## src/rtl/mem_access_stage.sv

```systemverilog
// rtl/mem_access_stage.sv - MEM stage: data-memory load/store with ready handshake, stall and fault flags
// Drives the data-memory port from the EX/MEM register and registers the write-back result.
module mem_access_stage #(
  parameter int TIMEOUT_CYCLES = 255
) (
  input  logic        clk,
  input  logic        reset,
  input  logic        memtoreg_in,
  input  logic        regwrite_in,
  input  logic [3:0]  memwrite_in,
  input  logic [31:0] ALUout_in,
  input  logic [31:0] rdata2_in,
  input  logic [31:0] immgen_in,
  input  logic [1:0]  regin_in,
  input  logic [31:0] PC_plus4_in,
  input  logic [31:0] inst_data_in,
  input  logic        invalid_in,
  output logic        dmem_req,
  output logic [3:0]  dmem_we,
  output logic [31:0] dmem_addr,
  output logic [31:0] dmem_wdata,
  input  logic        dmem_ready,
  input  logic [31:0] dmem_rdata,
  output logic        stall_out,
  output logic        wb_valid,
  output logic        wb_regwrite,
  output logic [4:0]  wb_rd,
  output logic [31:0] wb_data,
  output logic [31:0] wb_inst,
  output logic [31:0] wb_pc_plus4,
  output logic        misalign_fault,
  output logic        bus_fault
);

  localparam int CW = ($clog2(TIMEOUT_CYCLES + 1) > 8) ? $clog2(TIMEOUT_CYCLES + 1) : 8;
  localparam logic [CW-1:0] TMO = CW'(TIMEOUT_CYCLES);

  typedef enum logic {S_IDLE, S_WAIT} state_t;

  state_t        state;
  logic [CW-1:0] wait_cnt;

  logic [2:0]  funct3;
  logic [4:0]  rd;
  logic [1:0]  addr_lo;
  logic        access, bad_size, aligned, misalign, timeout_hit, fault;
  logic [31:0] lane_word, load_val, wb_mux;

  assign funct3  = inst_data_in[14:12];
  assign rd      = inst_data_in[11:7];
  assign addr_lo = ALUout_in[1:0];

  // Reset gates the request so the bus drops asynchronously with reset.
  assign access   = !reset && !invalid_in && (memtoreg_in || (|memwrite_in));
  assign bad_size = (funct3[1:0] == 2'b11) || (memtoreg_in && funct3 == 3'b110);
  assign aligned  = !bad_size &&
                    ((funct3[1:0] == 2'b00) ||
                     (funct3[1:0] == 2'b01 && !addr_lo[0]) ||
                     (funct3[1:0] == 2'b10 && addr_lo == 2'b00));
  assign misalign    = access && !aligned;
  assign timeout_hit = (state == S_WAIT) && !dmem_ready && (wait_cnt == TMO);
  assign fault       = misalign || timeout_hit;

  assign dmem_req   = !reset && ((state == S_WAIT) || (access && aligned));
  assign stall_out  = dmem_req && !dmem_ready && !timeout_hit;
  assign dmem_we    = dmem_req ? memwrite_in : 4'b0000;
  assign dmem_addr  = {ALUout_in[31:2], 2'b00};

  always_comb begin
    dmem_wdata = rdata2_in;
    case (funct3[1:0])
      2'b00:   dmem_wdata = {4{rdata2_in[7:0]}};
      2'b01:   dmem_wdata = {2{rdata2_in[15:0]}};
      default: dmem_wdata = rdata2_in;
    endcase
  end

  assign lane_word = dmem_rdata >> {addr_lo, 3'b000};

  always_comb begin
    load_val = dmem_rdata;
    case (funct3)
      3'b000:  load_val = {{24{lane_word[7]}}, lane_word[7:0]};
      3'b001:  load_val = {{16{lane_word[15]}}, lane_word[15:0]};
      3'b100:  load_val = {24'h0, lane_word[7:0]};
      3'b101:  load_val = {16'h0, lane_word[15:0]};
      default: load_val = dmem_rdata;
    endcase
  end

  always_comb begin
    wb_mux = ALUout_in;
    case (regin_in)
      2'b00:   wb_mux = ALUout_in;
      2'b01:   wb_mux = load_val;
      2'b10:   wb_mux = PC_plus4_in;
      default: wb_mux = immgen_in;
    endcase
  end

  // WAIT cycle k sees wait_cnt == k, so the fault lands on WAIT cycle TIMEOUT_CYCLES.
  always_ff @(posedge clk or posedge reset) begin
    if (reset) begin
      state    <= S_IDLE;
      wait_cnt <= '0;
    end else begin
      case (state)
        S_IDLE: begin
          if (dmem_req && !dmem_ready) begin
            state    <= S_WAIT;
            wait_cnt <= CW'(1);
          end
        end
        default: begin
          if (dmem_ready || timeout_hit) begin
            state    <= S_IDLE;
            wait_cnt <= '0;
          end else begin
            wait_cnt <= wait_cnt + CW'(1);
          end
        end
      endcase
    end
  end

  always_ff @(posedge clk or posedge reset) begin
    if (reset) begin
      wb_valid       <= 1'b0;
      wb_regwrite    <= 1'b0;
      wb_rd          <= '0;
      wb_data        <= '0;
      wb_inst        <= '0;
      wb_pc_plus4    <= '0;
      misalign_fault <= 1'b0;
      bus_fault      <= 1'b0;
    end else if (stall_out) begin
      wb_valid       <= 1'b0;
      wb_regwrite    <= 1'b0;
      misalign_fault <= 1'b0;
      bus_fault      <= 1'b0;
    end else begin
      wb_valid       <= !invalid_in;
      wb_regwrite    <= regwrite_in && !invalid_in && !fault && (rd != 5'd0);
      wb_rd          <= rd;
      wb_data        <= wb_mux;
      wb_inst        <= inst_data_in;
      wb_pc_plus4    <= PC_plus4_in;
      misalign_fault <= misalign;
      bus_fault      <= timeout_hit;
    end
  end

endmodule

```

## config.mk

```make
export PLATFORM = sky130hd
export DESIGN_NAME = mem_access_stage
export DESIGN_NICKNAME = d
export VERILOG_FILES = /design/src/rtl/mem_access_stage.sv
export SDC_FILE = /design/constraint.sdc
export NUM_CORES = 1
export LEC_CHECK = 0
export ABC_AREA = 1
export CORE_AREA = 10 10 139 141
export DETAILED_ROUTE_END_ITERATION = 10
export DIE_AREA = 0 0 149 151
export DONT_BUFFER_PORTS = 1
export SYNTH_ARGS = -nofsm -noshare
export SYNTH_HDL_FRONTEND = slang
export SYNTH_SLANG_ARGS = --single-unit
```

## constraint.sdc

```tcl
create_clock -name clk -period 4.09 [get_ports clk]
set_input_delay 0.6135 -clock clk [delete_from_list [all_inputs] [get_ports clk]]
set_output_delay 0.6135 -clock clk [all_outputs]
set_load 0.005 [all_outputs]
```

==> run summary <==
Critical Setup Path Class: reg -> out
Share of layout cells above drive strength 1: 6.62%
# hold bufs at CTS: 0
Die Area: 0.0225 mm²
I/O pins: 379
Vias: 6058
Initial Util: 40.3%
Total track usage: 21.8%
Hold Worst Slack: 0.186 ns
Slew HR: 34.0%
Total grt overflow: 0
Leakage: 0.00343 µW
Clock transition at path regs: 0.08 ns
Seq cells post-synth: 109
Initial antenna violation count: 2
CTS tree: yes
Fmax: 0.374 GHz
CP top delay family: buffers and inverters
Worst Clk Skew: 0.0166 ns
Mean number of vias per cell: 5.37
CP Max Fanout: 40
Startpoint Class: flop
Cells after DPL: 1111
DRT Wirelength: 25.7 mm
TNS Setup: 0 ns
DRC violations left: 0
Post_cts resized: 0
NumNets Final: 1107
Final Wtd Congestion: 0.881
Largest net degree at the start of global routing: 89
Cell count along the critical path: 6
Part of the cycle the worst path needs: 65.3%
Die H: 151 µm
RSZ-0062 raised after global routing: false
Vias in the first global route: 5995
Count of max-cap constraint violations: 0
Detailed-placement wirelength estimate: 20.1 mm
Max incr delay on CP: 0.50 ns
First-pass GRT wire length: 37.7 mm
Req. time, crit path: 3.48 ns
Clock root cell: clkbuf_16
Hold Crit Class: in -> async
DR WL/cell: 22.8 µm
Setup Viol. Count Final: 0
Core area: 0.0165 mm²
Final hold violation count: 0
R2r worst-path depth: 9
Pwr dens: 377 mW/mm²
YS warnings: 0
Clock sinks: 109
Non-filler instance count after layout: 1128
TritonCTS Buffers: 9
Initial DRC Count: 482
Critical path cell sequence: ha_1 -> nand3_1 -> inv_1 -> nand3_1 -> nand4_4 -> clkinv_2
Synth Cell Area: 0.00664 mm²
Post-Syn Instances: 974
WP data arrival: 2.06 ns
Post-route minimum period: 2.67 ns
Syn_area_per_cell: 6.82 µm²
Final WS setup: 1.42 ns
Die width: 149 µm
Slowest CP cell: clkinv_2
Clk_lat worst skew: 0.36 ns
Outcome: completed
Area added between synthesis and finish: 1.64%
Most common cell on crit path: nand3_1
Std-Cell Rows: 47
CP bufs+invs: 2
Synth cell types: 32
Place WS: 1.36 ns
Worst slew pin tran: 0.989 ns
DRT Pass-1 Iters: 5
Post-DRT Antenna Nets: 0
H-tree levels: 3
Number of port buffers: 0
Slew Limit Fails: 0
Worst Setup End Kind: output pin
Peak VDD IR: 182 µV
Post-CTS setup buffers: 0
Clock Path Buffers: 2
Seq/Total Area, Yosys: 41.1%
==> kinds of logic after synthesis <==
logic type               after synthesis  synth area share (%)
XOR/XNOR                               2                 0.264
buffers and inverters                157                  12.1
adder cells (fa/ha/maj)                1                 0.188
AND/OR/NAND/NOR                      609                  37.6
flip-flops                           109                  41.1
AO/OA/AOI/OAI                         95                  8.69
other                                  1                0.0565
==> path summary, 6_finish.rpt <==
kind                            startpoint              end  slack, ns
max in group asynchronous            reset      wb_data[29]       2.29
min                                  reset   wb_pc_plus4[6]       0.19
min reg2reg                wb_pc_plus4[18]  wb_pc_plus4[18]       0.51
max reg2reg                    wait_cnt[0]      wb_data[29]       1.64
min in group clk           PC_plus4_in[24]  wb_pc_plus4[24]       0.36
max                            wait_cnt[0]        stall_out       1.42
==> area by class of cell <==
cell class	instances	area, µm²
diodes	1	2.50
clock buffers	9	225
clock inverters	7	77.6
fillers	1786	9720
inverters	65	249
multi-input cells	709	3120
flip-flops and latches	109	2730
well taps	220	275
repair buffers	8	72.6
==> placed cells by master (no fill, tap or decap), types with 2 or more instances in the layout <==
cell	Yosys	layout
or2_2	24	24
clkbuf_16	0	9
o21ai_0	50	50
nor3_1	2	2
nand3_1	66	66
a221oi_1	14	14
nor2_1	64	62
inv_6	0	2
conb_1	1	2
buf_4	45	7
o211ai_1	8	8
nand3_2	2	2
a21oi_1	11	11
clkinv_8	0	2
nand4_1	4	4
o21ai_1	4	4
o2111ai_1	7	7
inv_2	3	2
nand2_1	441	441
clkinv_2	0	2
dfrtp_1	109	109
inv_8	0	2
inv_1	62	61
nor2_2	1	3
==> registers in the layout, indices dropped and copies added (netlist names), 4 cells and up <==
name         count
wb_pc_plus4     32
wb_rd            4
wb_inst         28
wb_data         32
wait_cnt         8
==> Yosys cell counts <==
master	n	area, µm²
nand3b_1	1	7.51
buf_4	45	338
a221oi_1	14	123
conb_1	1	3.75
buf_2	17	85.1
or2_1	1	6.26
o2111ai_1	7	61.3
inv_1	62	233
nand2_2	1	6.26
clkbuf_1	25	93.8
ha_1	1	12.5
nand2_1	441	1660
dfrtp_1	109	2730
o211ai_1	8	60.1
buf_1	2	7.51
or2_2	24	150
a21o_1	1	7.51
nor2_1	64	240
buf_6	3	33.8
nand3_1	66	330
xnor2_1	1	8.76
xor2_1	1	8.76
nand4_4	1	21.3
nand3_2	2	20.0
nor2_8	1	20.0
nor3_1	2	10.0
o21ai_1	4	20.0
nand4_1	4	25.0
inv_2	3	11.3
a21oi_1	11	55.1
o21ai_0	50	250
nor2_2	1	6.26
==> layer usage <==
layer,global-route usage [%],up-vias,wire length (µm)
met1,25.8,2840,9780
li1,-,2875,-
met2,35.9,312,12500
met5,0,-,7
met3,9.34,29,2960
met4,5.59,2,413
==> power by group <==
part           internal [µW]  leakage [µW]  total (µW)  switching [µW]
Combinational            124       0.00198         366             242
Clock                    437      0.000150         903             466
Sequential              1170       0.00131        1270             100
==> through the flow <==
step / utilization, % / area, µm² / power [µW]
final: 41.0 / 6750 / 2540
after global placement: 39.1 / 6440 / 1660
after global routing: 41.0 / 6750 / 2680
after CTS: 41.0 / 6750 / 2570
after detailed placement: 39.1 / 6440 / 1670
after floorplan: - / 6650 / 1580
(Power assumes the default switching activity.)
